<file path="config.mk">
export PLATFORM = sky130hd
export DESIGN_NAME = edge_detector_multi
export DESIGN_NICKNAME = d
export VERILOG_FILES = /design/src/rtl/edge_pkg.sv /design/src/rtl/edge_chan.sv /design/src/rtl/edge_detector_multi.sv
export SDC_FILE = /design/constraint.sdc
export NUM_CORES = 1
export LEC_CHECK = 0
export ABC_AREA = 1
export CORE_ASPECT_RATIO = 0.7
export CORE_MARGIN = 2
export CORE_UTILIZATION = 48
export CTS_CLUSTER_DIAMETER = 60
export DETAILED_ROUTE_END_ITERATION = 16
export PLACE_DENSITY_LB_ADDON = 0.05
export SETUP_SLACK_MARGIN = 0.02
export SLEW_MARGIN = 20
export SYNTH_ARGS = -nofsm -noshare
export SYNTH_HDL_FRONTEND = slang
export SYNTH_SLANG_ARGS = --single-unit
export TNS_END_PERCENT = 100
</file>
<file path="constraint.sdc">
create_clock -name clk -period 2.11 [get_ports clk]
set_input_delay 0.422 -clock clk [delete_from_list [all_inputs] [get_ports clk]]
set_output_delay 0.422 -clock clk [all_outputs]
set_load 0.02 [all_outputs]
</file>
<file path="src/rtl/edge_pkg.sv">
// Shared constants for the multi-channel edge detector: edge-select modes,
// filtered-level FSM states and the mode-to-polarity gate.
package edge_pkg;

    typedef enum logic [1:0] {
        MODE_RISE = 2'b00,
        MODE_FALL = 2'b01,
        MODE_BOTH = 2'b10,
        MODE_OFF  = 2'b11
    } mode_e;

    typedef enum logic {
        ST_ZERO = 1'b0,
        ST_ONE  = 1'b1
    } state_e;

    // True when the selected mode reports an edge of the given polarity.
    function automatic logic edge_enabled(input logic [1:0] mode, input logic rising);
        if (rising) begin
            return (mode == MODE_RISE) || (mode == MODE_BOTH);
        end
        return (mode == MODE_FALL) || (mode == MODE_BOTH);
    endfunction

endpackage

</file>
<file path="src/rtl/edge_chan.sv">
// One edge-detector channel: input synchroniser, filtered-level Mealy FSM,
// optional debounce counter (EDGE_DEBOUNCE_EN) and sticky pending bit.
module edge_chan
    import edge_pkg::*;
#(
    parameter int SYNC_STAGES = 2,
    parameter int DB_CYCLES   = 4
) (
    input  logic       clk,
    input  logic       reset,
    input  logic       level,
    input  logic [1:0] mode,
    input  logic       clr,
    output logic       tick,
    output logic       pend,
    output logic       pend_next
);

    if (SYNC_STAGES < 0 || SYNC_STAGES > 4 || DB_CYCLES < 2 || DB_CYCLES > 255) begin : g_bad_param
        $error("edge_chan: SYNC_STAGES or DB_CYCLES out of range");
    end

    logic lvl_s;

    if (SYNC_STAGES == 0) begin : g_nosync
        assign lvl_s = level;
    end else begin : g_sync
        logic [SYNC_STAGES-1:0] sync_q;
        logic [SYNC_STAGES-1:0] sync_d;

        always_comb begin
            sync_d = (sync_q << 1) | SYNC_STAGES'(level);
        end

        // NOTE: sequential state uses non-blocking assignments so every flop
        // samples pre-edge values regardless of block ordering.
        always_ff @(posedge clk or posedge reset) begin
            if (reset) begin
                sync_q <= '0;
            end else begin
                sync_q <= sync_d;
            end
        end

        assign lvl_s = sync_q[SYNC_STAGES-1];
    end

    state_e state_q;
    state_e state_d;
    logic   fire_ok;
    logic   tick_raw;
    logic   pend_q;

`ifdef EDGE_DEBOUNCE_EN
    localparam int CW = $clog2(DB_CYCLES + 1);

    logic [CW-1:0] cnt_q;
    logic [CW-1:0] cnt_d;

    // The FSM may only move once the disagreement has lasted DB_CYCLES cycles.
    assign fire_ok = (cnt_q == CW'(DB_CYCLES - 1));

    always_comb begin
        cnt_d = '0;
        if ((lvl_s != state_q) && !fire_ok) begin
            cnt_d = cnt_q + 1'b1;
        end
    end

    always_ff @(posedge clk or posedge reset) begin
        if (reset) begin
            cnt_q <= '0;
        end else begin
            cnt_q <= cnt_d;
        end
    end
`else
    assign fire_ok = 1'b1;
`endif

    // NOTE: every output of this block gets a default first, so no path
    // through the case leaves a value unassigned and no latch is inferred.
    always_comb begin
        state_d  = state_q;
        tick_raw = 1'b0;
        case (state_q)
            ST_ZERO: begin
                if (lvl_s && fire_ok) begin
                    state_d  = ST_ONE;
                    tick_raw = edge_enabled(mode, 1'b1);
                end
            end
            ST_ONE: begin
                if (!lvl_s && fire_ok) begin
                    state_d  = ST_ZERO;
                    tick_raw = edge_enabled(mode, 1'b0);
                end
            end
            default: state_d = ST_ZERO;
        endcase
    end

    // With SYNC_STAGES=0 the level reaches the FSM directly, so gate on reset.
    assign tick      = tick_raw & ~reset;
    assign pend_next = (pend_q & ~clr) | tick;

    always_ff @(posedge clk or posedge reset) begin
        if (reset) begin
            state_q <= ST_ZERO;
            pend_q  <= 1'b0;
        end else begin
            state_q <= state_d;
            pend_q  <= pend_next;
        end
    end

    assign pend = pend_q;

endmodule

</file>
<file path="src/rtl/edge_detector_multi.sv">
// WIDTH-channel edge detector with shared mode, sticky pend flags and a
// registered any_pend interrupt; debounce is built when EDGE_DEBOUNCE_EN is defined.
module edge_detector_multi
    import edge_pkg::*;
#(
    parameter int WIDTH       = 8,
    parameter int SYNC_STAGES = 2,
    parameter int DB_CYCLES   = 4
) (
    input  logic             clk,
    input  logic             reset,
    input  logic [WIDTH-1:0] level,
    input  logic [1:0]       mode,
    input  logic [WIDTH-1:0] clr,
    output logic [WIDTH-1:0] tick,
    output logic [WIDTH-1:0] pend,
    output logic             any_pend
);

    if (WIDTH < 1 || WIDTH > 32) begin : g_bad_width
        $error("edge_detector_multi: WIDTH out of range");
    end

    logic [WIDTH-1:0] pend_next;

    for (genvar g = 0; g < WIDTH; g++) begin : g_chan
        edge_chan #(
            .SYNC_STAGES(SYNC_STAGES),
            .DB_CYCLES  (DB_CYCLES)
        ) u_chan (
            .clk      (clk),
            .reset    (reset),
            .level    (level[g]),
            .mode     (mode),
            .clr      (clr[g]),
            .tick     (tick[g]),
            .pend     (pend[g]),
            .pend_next(pend_next[g])
        );
    end

    logic any_pend_q;
    logic any_pend_d;

    // Reduce the next pend vector so any_pend changes on the same edge as pend.
    always_comb begin
        any_pend_d = |pend_next;
    end

    always_ff @(posedge clk or posedge reset) begin
        if (reset) begin
            any_pend_q <= 1'b0;
        end else begin
            any_pend_q <= any_pend_d;
        end
    end

    assign any_pend = any_pend_q;

endmodule

</file>
Yosys cells after proc, flatten, opt, wreduce, memory -nomap -nowiden

Cells that the tools add are included.
W data, S select, Z words.

Register bits after elaboration: 33
Output and inout bits: 17
Logic and storage cells: 136

Equal/unequal tests: 2
Multiplexer cells: 56
Bitwise gates (word level): 49
Reductions and logical operators: 4

Operator list:

| cell                 | count |
|---|---|
| $mux W1              | 48 |
| $not A1 Y1           | 17 |
| $and A1 B1 Y1        | 16 |
| $or A2 B1 Y2         | 8 |
| $pmux W1 S2          | 8 |
| $or A1 B1 Y1         | 8 |
| $reduce_or A8 Y1     | 1 |
| $eq A2 B1 Y1 const B | 1 |
| $eq A2 B2 Y1 const B | 1 |
| $logic_not A2 Y1     | 1 |
| $logic_or A1 B1 Y1   | 2 |

Logic depth before layout (Yosys ltp)

Gate-level depths: netlist (run 1).

Word-level depth: 8
Mapped depth: 10

By module

Synthesis (run 1) repeated with hierarchy kept, for this count alone.

Cells, all modules: 169
Area, all modules: 1,566.5 um^2

Modules (own cells, without submodules):

| module              | instances | cells an instance | area an instance (um^2) | sequential area each (um^2) |
|---|---|---|---|---|
| edge_chan           | 8         | 19                | 185.2                   | 100.1 |
| edge_detector_multi | 1         | 17                | 85.1                    | 25.0 |

Worst setup path after synthesis (run 1)

Ideal clock, no wire load.

Path kind: input port to output port
From: input mode[0]
To: output tick[0]
Arrival time: 1,341 ps
Required time: 1,688 ps
Path slack: 347 ps
Stages: 7
Buffers on the path: 2
Path through: inv_1 > ha_1 > buf_6 > a21oi_1 > nor2_1 > and2_1 > buf_4

Cells in the longest elaborated chain, start to end: 6
Elaborated cells between the ends (all ways): 10
Classes of those cells: eq/ne (2); mux (4); bitwise (1); reduce/logical (3)

RTL lines:

| what                                       | line                           | text |
|---|---|---|
| start: declaration                         | edge_detector_multi.sv:13      | `input logic [1:0] mode,` |
| $eq A2 B1 Y1, or another cell as far along | edge_pkg.sv:22                 | `return (mode == MODE_FALL) \|\| (mode == MODE_BOTH);` |
| $logic_or A1 B1 Y1 (on tied branches)      | edge_pkg.sv:22, edge_pkg.sv:20 |  |
| $mux W1                                    | edge_pkg.sv:22                 |  |
| $mux W1                                    | edge_chan.sv:88                | `if (lvl_s && fire_ok) begin` |
| $pmux W1 S2 *                              | edge_chan.sv:86                | `case (state_q)` |
| $and A1 B1 Y1 *                            | edge_chan.sv:104               | `assign tick = tick_raw & ~reset;` |
| end: declaration                           | edge_detector_multi.sv:15      | `output logic [WIDTH-1:0] tick,` |

Every way passes the cells marked *; elsewhere a longest branch is shown, timed or not.

Final worst setup path (run 1)

From: input mode[0]
To: output tick[7]

The elaborated chain is that of the path after synthesis.

==> qor.yml, run 1 <==
power_and_ir_drop:
  intPower_mw: 1.21
  swShare_pct: 24.1
  leakage_nw: 1.05
  total_power_mw: 1.60
  vdd_drop_max_uv: 494
  comb_power_share_pct: 18.8
  power.switching_uw: 387
  seqPwrFrac_pct: 43.3
  pwr-share-clk_pct: 37.9
  power_density_nw_per_um2: 788
die:
  core_sq_um: 2820
  start_util_pct: 51.0
  num_rows: 16
  design.die.area_sq_um: 3460
  die_height_um: 49.8
  io_pins: 37
  die_w_um: 69.5
synth:
  synthAdderAreaFrac_pct: 1.74
  synth_fp_nets: 170
  synth_compound_gate_area_share_pct: 10.6
  synth_area_per_cell_sq_um: 9.73
  netlist_area_sq_um: 1440
  yosys_warnings: 0
  synth_cell_type_count: 14
  ys_ff_latch: 33
  synth-simple-area-share_pct: 11.2
  synth_xor_area_share_pct: 0
  syn_inst: 148
  synth_seq_area_share_pct: 57.3
  synthMuxAreaShare_pct: 0
  synth_top_family_by_area: "buffers and inverters"
cts:
  clk_pin_slew_ns: 0.07
  cts_tree: "done"
  cts_max_path_buffers: 2
  clk_latency_ns: 0.28
  holdBufCountCts: 0
  cts_made_buffers: 5
  cts_root_buf: "clkbuf_8"
  clkSinkCount: 33
  htreeDepth: 2
finish:
  final_cells: 232
  fill_cells: 199
  n_antenna_cell: 0
  area_delta_synth_final_pct: 41.1
  finish.utilization_pct: 72.0
  nets: 217
  drive_gt1_share_pct: 30.6
global_route:
  gr-total-overflow: 0
  grt_start_max_net_pins: 25
  grt_pass1_vias: 1020
  antenna_found_initial: 0
  grt_util_all_layers_pct: 16.8
  grt_pass1_wl_um: 4220
setup_path:
  end_kind: "output port"
  crit_required_ns: 1.69
  reg2reg_depth: 9
  reg2reg_slack_ns: 0.83
  r2r-start: "g_chan[4].u_chan.g_sync.sync_q[1]$_DFF_PP0_"
  rr_endpoint: "any_pend$_DFF_PP0_"
  critPathLaunchType: "primary input"
  crit_fanout: 8
  critPathKind: "in2out"
  arrival_ns: 1.52
min_path:
  min_to: "g_chan[3].u_chan.g_sync.sync_q[1]$_DFF_PP0_"
  whs_path_depth: 0
  hold_start: "g_chan[3].u_chan.g_sync.sync_q[0]$_DFF_PP0_"
  hold_path.class: "reg2reg"
timing:
  period_share_pct: 92.0
  finalSetupViolCount: 0
  maxSlewHeadroom_pct: 71.5
  maxSlewViolCount: 0
  hold_viol: 0
  final.setup_skew_ns: 0.00400
  rsz0062_at_grt: "false"
  holdWs_ns: 0.344
  fin_crit_ns: 1.94
  max_freq_mhz: 515
  tightest_slew_ns: 0.428
route:
  wl_per_cell_um: 10.3
  dr.pass1.iters: 3
  routed_via_density: 4.32
  drtIter0Drc: 30
  ant_nets: 0
  num_vias: 1002
  drt-total-wl_um: 2390
  drc: 0
place:
  dp.cells: 220
  port_buffers: 36
  hpwl_um: 1820
  place_congestion: 0.743
flow_run:
  cap_violations: 0
outcome:
  status: "finished, final reports clean"
metrics by stage:
step           area, sq um  setup slack, ns  setup TNS [ns]
5_1_grt               2030           0.0993               0
3_3_place_gp          1860           -0.634           -5.00
6_report              2030            0.168               0
2_1_floorplan         1440            0.347               0
3_5_place_dp          1860           -0.708           -5.41
4_1_cts               2030           0.0955               0
registers in the layout, indices dropped and copies added (netlist names):
register	flops
g_chan.u_chan.state_q	8
any_pend	1
g_chan.u_chan.pend	8
g_chan.u_chan.g_sync.sync_q	16
cells by family after synthesis:
logic type / after synthesis
adders and majority gates: 2
and+or+nand+nor: 35
AOI/OAI and AO/OA: 23
DFF: 33
buffers and inverters: 55
worst max-delay path: stages:
cell and delay, ns:
dlygate4sd2_1 0.20, inv_2 0.06, ha_4 0.32, nand2_1 0.08, a21oi_2 0.15, and2_1 0.13
buf_2 0.15
power groups by stage:
stage | clock [mW] | combinational, mW | sequential [mW]
2_1_floorplan | 0 | 0.181 | 0.702
3_3_place_gp | 0 | 0.280 | 0.701
3_5_place_dp | 0 | 0.287 | 0.706
4_1_cts | 0.628 | 0.304 | 0.694
5_1_grt | 0.653 | 0.332 | 0.699
6_report | 0.607 | 0.301 | 0.694
how the worst max path moves through the flow:
stage | start | endpoint | slack (ns) | cells past startpoint
after global placement | mode[1] | tick[5] | -0.63 | 7
after global routing | mode[0] | tick[0] | 0.1 | 7
after detailed placement | mode[1] | tick[6] | -0.71 | 7
final | mode[0] | tick[7] | 0.17 | 7
after CTS | mode[1] | tick[4] | 0.1 | 7
after floorplan | mode[0] | tick[0] | 0.35 | 7
placed cells by master, fill, tap and decap left out:
cell / count
clkbuf_8: 6
clkdlybuf4s50_1: 26
dlygate4sd2_1: 1
bufinv_16: 1
clkbuf_2: 1
buf_4: 24
inv_1: 36
buf_2: 2
a21oi_1: 2
nor2_2: 1
buf_12: 1
clkinvlp_4: 1
and2_1: 6
ha_4: 2
dfrtp_1: 33
nand2_1: 13
nor2_4: 1
o21ai_1: 7
nor2_1: 12
inv_2: 1
buf_6: 3
and2_4: 2
a21oi_2: 14
routing by layer:
layer	part of all wire [%]	wire [um]	global-route usage, %
met1	42	993	17.7
met2	47	1130	27.6
met3	6.5	155	4.91
met4	4.6	111	15.0
met5	0	0	0
cells in the mapped netlist:
library cell,n,area (sq um)
a21oi_1,6,30.0
nor2_4,1,11.3
inv_1,37,139
nor2_1,13,48.8
ha_1,2,25.0
buf_2,1,5.00
buf_4,16,120
buf_6,1,11.3
and2_1,6,37.5
a21oi_2,10,87.6
o21ai_1,7,35.0
and2_2,2,15.0
nand2_1,13,48.8
dfrtp_1,33,826
layout make-up:
type / count / area (sq um) / share of cell area (%)
sequential: 33 / 826 / 40.6
clock inverter: 2 / 37.5 / 1.85
multi-input combinational: 60 / 384 / 18.9
tap: 36 / 45.0 / 2.22
inverter: 37 / 139 / 6.83
clock buffer: 6 / 82.6 / 4.06
timing repair buffer: 58 / 518 / 25.5
what timing repair did:
item,in CTS,in global routing
buffers inserted,4,0
pin swaps,7,0
endpoints found under the hold margin,0,0
resized for setup,54,3
gates cloned,0,0
setup endpoints to repair,8,8
Power figures use the tool's default switching activity.
==> run 2, diff against run 1 <==
--- a/config.mk
+++ b/config.mk
@@ -13,6 +13,7 @@
 export DETAILED_ROUTE_END_ITERATION = 16
 export PLACE_DENSITY_LB_ADDON = 0.05
 export SETUP_SLACK_MARGIN = 0.02
+export SKIP_CTS_REPAIR_TIMING = 1
 export SLEW_MARGIN = 20
 export SYNTH_ARGS = -nofsm -noshare
 export SYNTH_HDL_FRONTEND = slang
==> qor.yml, run 2 (synthesized netlist as in run 1, its figures left out) <==
timing:
  period_share_pct: 91.2
  tightest_slew_ns: 0.426
  fin_crit_ns: 1.92
  maxSlewHeadroom_pct: 71.6
  finalSetupViolCount: 0
  rsz0062_at_grt: "false"
  maxSlewViolCount: 0
  finalSetupTns_ns: 0
  hold_viol: 0
  max_freq_mhz: 520
  final.setup_skew_ns: 0.00443
setup_path:
  crit_required_ns: 1.69
  critPathKind: "in2out"
  reg2reg_slack_ns: 0.81
  r2r-start: "g_chan[1].u_chan.g_sync.sync_q[1]$_DFF_PP0_"
  worstPathCellList: "dlymetal6s2s_1 -> inv_2 -> ha_4 -> nand2_2 -> a21oi_2 -> and2_4 -> buf_6"
  reg2reg_depth: 9
  rr_endpoint: "any_pend$_DFF_PP0_"
  cp_slowest_cell: "ha_4"
  slowest_delay_ns: 0.33
  critPathLaunchType: "primary input"
  path_delay_family: "buffers and inverters"
  setup.worst_path.end: "tick[3]"
  arrival_ns: 1.50
  end_kind: "output port"
  cp_num_buf_inv: 3
  crit_fanout: 8
  startpoint: "mode[1]"
  cp_num_cells: 7
flow_run:
  cap_violations: 0
global_route:
  gr-total-overflow: 0
  grt_util_all_layers_pct: 15.9
  grt_use_met1_pct: 17.3
  grt_start_max_net_pins: 25
  grt_pass1_vias: 961
  met2_usage_pct: 25.6
  antenna_found_initial: 0
  grt-busiest-layer: "met2"
  use_met3_pct: 4.70
  grt_pass1_wl_um: 4000
route:
  routed_via_density: 4.26
  num_vias: 992
  ant_nets: 0
  drtIter0Drc: 27
  dr.pass1.iters: 2
  drc: 0
  wl_per_cell_um: 10.9
  drt-total-wl_um: 2530
finish:
  n_antenna_cell: 0
  final_common_cell: "inv_1"
  largest_register: "g_chan.u_chan.g_sync.sync_q"
  layout_common_cells: "inv_1, dfrtp_1, clkdlybuf4s50_1"
  drive_gt1_share_pct: 36.5
  area_delta_synth_final_pct: 46.1
  nets: 218
  final_cells: 233
  largest_reg_flops: 16
cts:
  clkSinkCount: 33
  clk_latency_ns: 0.28
  cts_tree: "done"
  cts_max_path_buffers: 2
  cts_root_buf: "clkbuf_8"
  clk_pin_slew_ns: 0.06
  cts_made_buffers: 5
  htreeDepth: 2
min_path:
  hold_path.class: "reg2reg"
die:
  io_pins: 37
  core_sq_um: 2820
  die_w_um: 69.5
  design.die.area_sq_um: 3460
  start_util_pct: 51.0
  die_height_um: 49.8
  num_rows: 16
outcome:
  status: "finished, final reports clean"
power_and_ir_drop:
  comb_power_share_pct: 19.8
  swShare_pct: 24.6
  pwr-share-clk_pct: 37.6
  leakage_nw: 1.08
  power_density_nw_per_um2: 773
  vdd_drop_max_uv: 497
  power.switching_uw: 401
  seqPwrFrac_pct: 42.6
  intPower_mw: 1.23
place:
  place_congestion: 0.743
  port_buffers: 36
  hpwl_um: 1820
  dp.cells: 220
==> run 2: worst min path at each step <==
| stage | slack [ns] | from | end | cells past startpoint |
|---|---|---|---|---|
| finish | 0.35 | g_chan[6].u_chan.g_sync.sync_q[0]$_DFF_PP0_ | g_chan[6].u_chan.g_sync.sync_q[1]$_DFF_PP0_ | 0 |
| global route | 0.36 | g_chan[1].u_chan.g_sync.sync_q[0]$_DFF_PP0_ | g_chan[1].u_chan.g_sync.sync_q[1]$_DFF_PP0_ | 0 |
| CTS | 0.35 | g_chan[3].u_chan.g_sync.sync_q[0]$_DFF_PP0_ | g_chan[3].u_chan.g_sync.sync_q[1]$_DFF_PP0_ | 0 |
| detailed placement | 0.34 | g_chan[3].u_chan.g_sync.sync_q[0]$_DFF_PP0_ | g_chan[3].u_chan.g_sync.sync_q[1]$_DFF_PP0_ | 0 |
| global placement | 0.33 | g_chan[0].u_chan.g_sync.sync_q[0]$_DFF_PP0_ | g_chan[0].u_chan.g_sync.sync_q[1]$_DFF_PP0_ | 0 |
| floorplan | 0.33 | g_chan[0].u_chan.g_sync.sync_q[0]$_DFF_PP0_ | g_chan[0].u_chan.g_sync.sync_q[1]$_DFF_PP0_ | 0 |
==> run 2: cell type report <==
| type | instances | area (sq um) |
|---|---|---|
| sequential | 33 | 826 |
| tap | 36 | 45.0 |
| clock buffer | 6 | 82.6 |
| inverter | 37 | 139 |
| fill | 181 | 718 |
| timing repair buffer | 59 | 553 |
| multi-input combinational | 60 | 422 |
| clock inverter | 2 | 37.5 |
==> run 2: metal layers <==
metal  vias to the layer above  wire length, um
li1                        510                -
met1                       445             1010
met4                         0               83
met5                         -                0
met2                        30             1280
met3                         7              154
==> run 2: metrics by stage <==
step	hold slack [ns]	setup WS [ns]	util (%)	cell area, sq um	power, mW
3_3_place_gp	0.332	-0.634	65.8	1860	0.981
6_report	0.350	0.187	74.6	2100	1.63
3_5_place_dp	0.336	-0.708	65.8	1860	0.993
2_1_floorplan	0.331	0.347	-	1440	0.883
5_1_grt	0.358	0.105	74.6	2100	1.71
4_1_cts	0.348	-0.714	70.0	1980	1.61
==> run 2: power groups by stage <==
stage	clock, mW	combinational, mW	sequential, mW
global placement	0	0.280	0.701
global route	0.654	0.353	0.699
floorplan	0	0.181	0.702
CTS	0.628	0.289	0.693
detailed placement	0	0.287	0.706
finish	0.611	0.322	0.694
